<file path="src/rtl/cache_ctrl.sv">
// Direct-mapped, write-through, no-write-allocate byte cache between the core handshake and memory.
// Optional hit/miss counters are enabled by defining CACHE_STATS_EN.
`ifndef ADDR_BUS_WIDTH
`define ADDR_BUS_WIDTH 16
`endif

module cache_ctrl #(
    parameter int ADDR_W    = `ADDR_BUS_WIDTH,
    parameter int NUM_LINES = 16
) (
    input  logic              clk,
    input  logic              rst,
    input  logic [ADDR_W-1:0] haddr,
    input  logic [7:0]        hwdata,
    input  logic              hwrite,
    input  logic              hreq,
    output logic              hgrant,
    output logic              hready,
    output logic [7:0]        hrdata,
    output logic [ADDR_W-1:0] mem_addr,
    output logic [7:0]        mem_wdata,
    output logic              mem_write,
    output logic              mem_req,
    input  logic              mem_ack,
    input  logic [7:0]        mem_rdata
`ifdef CACHE_STATS_EN
    ,
    output logic [15:0]       hit_cnt,
    output logic [15:0]       miss_cnt
`endif
);

    localparam int IDX_W = $clog2(NUM_LINES);
    localparam int TAG_W = ADDR_W - IDX_W;

    typedef enum logic [1:0] {IDLE, LOOKUP, MEM_RD, MEM_WR} state_t;

    state_t                 state_q, state_d;
    logic [ADDR_W-1:0]      addr_q, addr_d;
    logic [7:0]             wdata_q, wdata_d;
    logic                   write_q, write_d;
    logic                   hgrant_q, hgrant_d;
    logic                   hready_q, hready_d;
    logic [7:0]             hrdata_q, hrdata_d;
    logic [ADDR_W-1:0]      mem_addr_q, mem_addr_d;
    logic [7:0]             mem_wdata_q, mem_wdata_d;
    logic                   mem_write_q, mem_write_d;
    logic                   mem_req_q, mem_req_d;
    logic [NUM_LINES-1:0]   valid_q, valid_d;

    // Tag/data storage is intentionally unreset; valid bits alone gate hits.
    logic [TAG_W-1:0]       tag_arr_q [NUM_LINES];
    logic [7:0]             data_arr_q [NUM_LINES];

    logic [IDX_W-1:0]       idx;
    logic [TAG_W-1:0]       tag;
    logic                   hit;
    logic                   arr_we;
    logic [7:0]             arr_wdata;

    assign idx = addr_q[IDX_W-1:0];
    assign tag = addr_q[ADDR_W-1:IDX_W];
    assign hit = valid_q[idx] && (tag_arr_q[idx] == tag);

    always_comb begin
        state_d     = state_q;
        addr_d      = addr_q;
        wdata_d     = wdata_q;
        write_d     = write_q;
        hgrant_d    = 1'b0;
        hready_d    = 1'b0;
        hrdata_d    = hrdata_q;
        mem_addr_d  = mem_addr_q;
        mem_wdata_d = mem_wdata_q;
        mem_write_d = mem_write_q;
        mem_req_d   = mem_req_q;
        valid_d     = valid_q;
        arr_we      = 1'b0;
        arr_wdata   = wdata_q;
        case (state_q)
            IDLE: begin
                if (hreq) begin
                    addr_d   = haddr;
                    wdata_d  = hwdata;
                    write_d  = hwrite;
                    hgrant_d = 1'b1;
                    state_d  = LOOKUP;
                end
            end
            LOOKUP: begin
                if (!write_q && hit) begin
                    hrdata_d = data_arr_q[idx];
                    hready_d = 1'b1;
                    state_d  = IDLE;
                end else begin
                    mem_req_d   = 1'b1;
                    mem_write_d = write_q;
                    mem_addr_d  = addr_q;
                    mem_wdata_d = wdata_q;
                    state_d     = write_q ? MEM_WR : MEM_RD;
                    // Write-through updates a resident line; a write miss never allocates.
                    if (write_q && hit) begin
                        arr_we    = 1'b1;
                        arr_wdata = wdata_q;
                    end
                end
            end
            MEM_RD: begin
                if (mem_ack) begin
                    arr_we       = 1'b1;
                    arr_wdata    = mem_rdata;
                    valid_d[idx] = 1'b1;
                    hrdata_d     = mem_rdata;
                    hready_d     = 1'b1;
                    mem_req_d    = 1'b0;
                    state_d      = IDLE;
                end
            end
            MEM_WR: begin
                if (mem_ack) begin
                    hready_d    = 1'b1;
                    mem_req_d   = 1'b0;
                    mem_write_d = 1'b0;
                    state_d     = IDLE;
                end
            end
            default: state_d = IDLE;
        endcase
    end

    always_ff @(posedge clk) begin
        if (rst) begin
            state_q     <= IDLE;
            addr_q      <= '0;
            wdata_q     <= '0;
            write_q     <= 1'b0;
            hgrant_q    <= 1'b0;
            hready_q    <= 1'b0;
            hrdata_q    <= '0;
            mem_addr_q  <= '0;
            mem_wdata_q <= '0;
            mem_write_q <= 1'b0;
            mem_req_q   <= 1'b0;
            valid_q     <= '0;
        end else begin
            state_q     <= state_d;
            addr_q      <= addr_d;
            wdata_q     <= wdata_d;
            write_q     <= write_d;
            hgrant_q    <= hgrant_d;
            hready_q    <= hready_d;
            hrdata_q    <= hrdata_d;
            mem_addr_q  <= mem_addr_d;
            mem_wdata_q <= mem_wdata_d;
            mem_write_q <= mem_write_d;
            mem_req_q   <= mem_req_d;
            valid_q     <= valid_d;
        end
    end

    always_ff @(posedge clk) begin
        if (arr_we && !rst) begin
            tag_arr_q[idx]  <= tag;
            data_arr_q[idx] <= arr_wdata;
        end
    end

    assign hgrant    = hgrant_q;
    assign hready    = hready_q;
    assign hrdata    = hrdata_q;
    assign mem_addr  = mem_addr_q;
    assign mem_wdata = mem_wdata_q;
    assign mem_write = mem_write_q;
    assign mem_req   = mem_req_q;

`ifdef CACHE_STATS_EN
    logic [15:0] hit_cnt_q, miss_cnt_q;

    always_ff @(posedge clk) begin
        if (rst) begin
            hit_cnt_q  <= '0;
            miss_cnt_q <= '0;
        end else if (state_q == LOOKUP) begin
            if (hit) begin
                if (hit_cnt_q != 16'hFFFF) hit_cnt_q <= hit_cnt_q + 16'd1;
            end else begin
                if (miss_cnt_q != 16'hFFFF) miss_cnt_q <= miss_cnt_q + 16'd1;
            end
        end
    end

    assign hit_cnt  = hit_cnt_q;
    assign miss_cnt = miss_cnt_q;
`endif

endmodule

</file>
<file path="config.mk">
export PLATFORM = sky130hd
export DESIGN_NAME = cache_ctrl
export DESIGN_NICKNAME = d
export VERILOG_FILES = /design/src/rtl/cache_ctrl.sv
export SDC_FILE = /design/constraint.sdc
export NUM_CORES = 1
export LEC_CHECK = 0
export ABC_AREA = 1
export CORE_UTILIZATION = 30
export CTS_BUF_LIST = sky130_fd_sc_hd__clkbuf_4 sky130_fd_sc_hd__clkbuf_8 sky130_fd_sc_hd__clkbuf_16
export DETAILED_ROUTE_END_ITERATION = 10
export MAX_ROUTING_LAYER = met4
export PLACE_DENSITY = 0.46
export SYNTH_ARGS = -nofsm -noshare
export SYNTH_HDL_FRONTEND = slang
export SYNTH_SLANG_ARGS = --single-unit
</file>
<file path="constraint.sdc">
create_clock -name clk -period 8.4 [get_ports clk]
set_input_delay 0.84 -clock clk [delete_from_list [all_inputs] [get_ports clk]]
set_output_delay 0.84 -clock clk [all_outputs]
set_load 0.02 [all_outputs]
</file>
# After elaboration in Yosys (flattened, before gate mapping)
# Memories as Yosys holds them, arrays and structs flattened. A register that Yosys moved wholly into a read port is not among the register bits.
# Index checks and enable logic that the tools add are counted.
# classes
n_eq_ne	10
n_lt_le_gt_ge	2
reduce_logical	20
mux	32
bitwise	3
# op_table
op	n
8-bit 2-to-1 mux	4
4-bit 2-to-1 mux	4
16-bit OR	1
8-bit case mux with 2 select lines	1
1-bit 2-to-1 mux	13
12-bit == test	1
2-bit != test (second input constant)	5
3-bit AND reduction	3
1-bit case mux with 2 select lines	4
2-bit AND reduction	4
2-bit 2-to-1 mux	3
2-bit case mux with 3 select lines	1
2-bit nonzero test	3
1-bit logical AND	5
4-bit by 5-bit < comparator with 1-bit output (second input constant)	1
1-bit binary-select mux with 4-bit select	1
1-bit demux with 4-bit select	1
2-bit == test (second input constant)	2
4-bit by 1-bit greater-or-equal comparator with 1-bit output (second input constant)	1
2-bit OR reduction	2
2-bit by 1-bit == test with 1-bit output (second input constant)	1
1-bit logical NOT	2
2-bit logical NOT	1
2-bit by 1-bit != test with 1-bit output (second input constant)	1
1-bit inverter	2
# word_totals
reg_bits	79
mem_count	2
word_cells	81
ram_bits	320
out_inout_bits	36
# memory_table
memory	words	width	rd	rd_clocked_by_memory_dff	wr	line_no	text
tag_arr_q	16	12	1	1	1	52	logic [TAG_W-1:0] tag_arr_q [NUM_LINES];
data_arr_q	16	8	1	1	1	53	logic [7:0] data_arr_q [NUM_LINES];

# Longest topological paths before layout
# depth
word_depth	10
mapped_depth	20
depth_no_buf	18

# Worst setup path after synthesis
# Ideal clock, no wire load.
# synth_timing
path_kind	reg-to-reg
from	register with a tool-made name
to	memory data_arr_q[1][0] (enable)
t_required_ns	8.003
slack_ns	5.377
n_path_buf	3
path_stages_with_launch	17
period_less_slack_ns	3.023
arrival_ns	2.626
setup_time_ns	0.397
path_cell_list	dfxtp_1 buf_2 inv_2 buf_6 buf_6 o21ai_0 o211ai_1 nand3_1 nand2_1 nand2_1 nand2_1 nand2_1 nor2_2 nand2_1 o21ai_2 nand3_2 nor2_1
# synth_rtl
item	line_no
end, declared	53

==> out/results.ini <==
[synthesis]
postSynthAreaPerCell_um2=10.2
ys_async_sr_fraction_pct=0
synthAdderAreaFrac_pct=0.373
synth.top_cells.by_area=edfxtp_1, dfxtp_1, nand2_1
synth-compound-area-share_pct=8.00
synth-simple-area-share_pct=18.4
synth_common_cells=nand2_1, edfxtp_1, nor2_1
synth_largest_area_cell=edfxtp_1
synth_ff_type=edfxtp_1
synth_seq_area_share_pct=67.1
synth_top_area_share_pct=57.2
syn_area_mm2=0.0168
syn_nets=1681
yosys_warnings=0
postSynthCellCount=1639
synth_mux_area_share_pct=0.239
ys_types=31
synth_xor_area_share_pct=0
yosysMostFrequentCell=nand2_1
synth-seq-cells=403
synth_edf_count=320
synth_top_family_by_area=simple AND/OR/NAND/NOR gates

[timing]
clock_skew_ns=0.0219
fmax_mhz=206
layout_setup_ws_ns=3.54
setup_violations=0
fin_crit_ns=4.86
fin_crit_sh_pct=57.9
rsz0062_at_grt=false
tns_ns=0
worstMarginPinSlew_ns=1.28
report.final.slew_viol_count=0
finalHoldViolations=0
maxSlewHeadroom_pct=14.9

[critical_path]
ff2ff_setup_slack_ns=3.54
worstPathRequired_ns=8.58
worstPathMaxFanout=60
end_kind=register
path_class=reg -> reg
critPathLaunchType=register
worstPathArrival_ns=5.04

[die]
dieArea_mm2=0.0569
start_util_pct=30.4
pin_count=73
fp.dieW_um=239
rows=86
die_h_um=239
core_mm2=0.0552

[clock_network]
cts_buffer_depth=3
cts_tree=done
numCtsBuffers=44
hold_buffers=0
postCtsSetupBuffers=0
cts.repair.resized=0
h-tree-depth=2
cts.reportedPaths.clkPinSlew_ns=0.06
cts-root-buf=clkbuf_16
worstSkewPairLatency_ns=0.58
cts.sinks=403

[cells_and_area]
fin_area_mm2=0.0198
drive_gt1_share_pct=8.17
final_cells=2490
area_growth_pct=17.8
nets=1747
final_util_pct=35.8

[global_route]
antenna_found_initial=1
grt_pass1_vias=11500
grt_pass1_wl_um=75300
grt_max_degree=79
overflow=0
grt_use_total_pct=18.5

[place]
hpwl_um=31000
placed_area_mm2=0.0183
dp.cells=2407
place_ws_ns=3.51
io_buffers=72
routabilityCongestion=0.814

[drt]
drt_iter0_drc=1261
post_drt_wl_per_cell_um=20.2
antenna_left=0
viasPerCell=4.77
drt-total-wl_um=50400
drc=0
via_count=11900
first_pass_iters=6

[outcome]
status=finished, final reports clean

[pwr]
leakagePower_nw=7.37
p_per_area_mw_per_mm2=260
ir_drop_uv=140

[hold_path]
hp-class=reg -> reg

[run]
maxCapViolations=0

==> path summary, 6_finish.rpt <==
path,from,to,cells past startpoint
setup reg to reg,register,data_arr_q[5][4],16
hold / removal,valid_q[0],valid_q[0],2
hold reg to reg,valid_q[0],valid_q[0],2
setup / recovery,register,data_arr_q[5][4],16
==> report_power, final <==
group	internal, mW	leakage [nW]	switching [mW]
Clock	1.20	0.750	0.816
Sequential	2.24	3.61	0.0336
Combinational	0.241	3.01	0.599
==> layout by cell type (no fill, tap or decap), drive strengths merged <==
cell type	count
nand3	146
mux2i	4
buf	35
diode	3
a22oi	2
clkinv	16
o21ai	147
nor2	262
or2	1
nand2	350
o22ai	8
clkinvlp	1
clkdlybuf4s50	72
inv	141
a21oi	44
edfxtp	320
o221ai	24
o211ai	6
clkbuf	57
o21a	5
ha	5
nor3	1
a31oi	4
bufinv	5
dfxtp	83
==> metal layers <==
| metal | routed length (um) | up-vias | part of all wire (%) | global-route usage [%] |
|---|---|---|---|---|
| met3 | 2530 | 59 | 5.0 | 3.04 |
| met5 | 0 | - | 0 | - |
| met4 | 940 | 0 | 1.9 | 4.56 |
| li1 | - | 5687 | - | - |
| met2 | 22600 | 282 | 45 | 27.9 |
| met1 | 24300 | 5848 | 48 | 25.9 |
==> registers in the layout, indices dropped and copies added (netlist names), named ones only <==
signal	cells
tag_arr_q	192
data_arr_q	128
addr_q	16
mem_addr	16
valid_q	16
hrdata	8
mem_wdata	8
wdata_q	8
state_q	2
hgrant	1
hready	1
mem_req	1
mem_write	1
write_q	1
==> cell families after synthesis <==
| kind of cell | after synthesis |
|---|---|
| DFF | 403 |
| muxes | 4 |
| buffers and inverters | 227 |
| adders and majority gates | 5 |
| and+or+nand+nor | 760 |
| AOI/OAI and AO/OA | 240 |
==> through the flow <==
step	hold WS [ns]	total power, mW
final	0.460	5.14
after global routing	0.487	5.34
after CTS	0.461	5.18
after detailed placement	0.452	3.16
after global placement	0.449	3.16
after floorplan	0.430	2.82
==> worst max-delay path, stage by stage (launching register included) <==
cell and delay [ns]:
dfxtp_4 0.43, inv_4 0.41, buf_4 0.61, nor2_1 0.08, nor2_1 0.10, o21ai_0 0.09
nand3_1 0.12, nand3_1 0.18, nand2_1 0.16, nand2_1 0.07, nand2_1 0.07, nand2_1 0.07
nor2_2 0.19, nand2_1 0.09, o21ai_2 0.13, nand3_2 0.42, nor2_2 1.13
==> final cells by class <==
cell class                      count  area (um2)
Sequential cell                   403       11300
Tap cell                          748         936
Clock inverter                     23         249
Fill cell                        5596       35400
Inverter                          140         528
Timing Repair Buffer              107         983
Clock buffer                       57        1250
Antenna cell                        3        7.51
Multi-Input combinational cell   1009        4550
No activity file was read; power rests on OpenSTA's default activity.
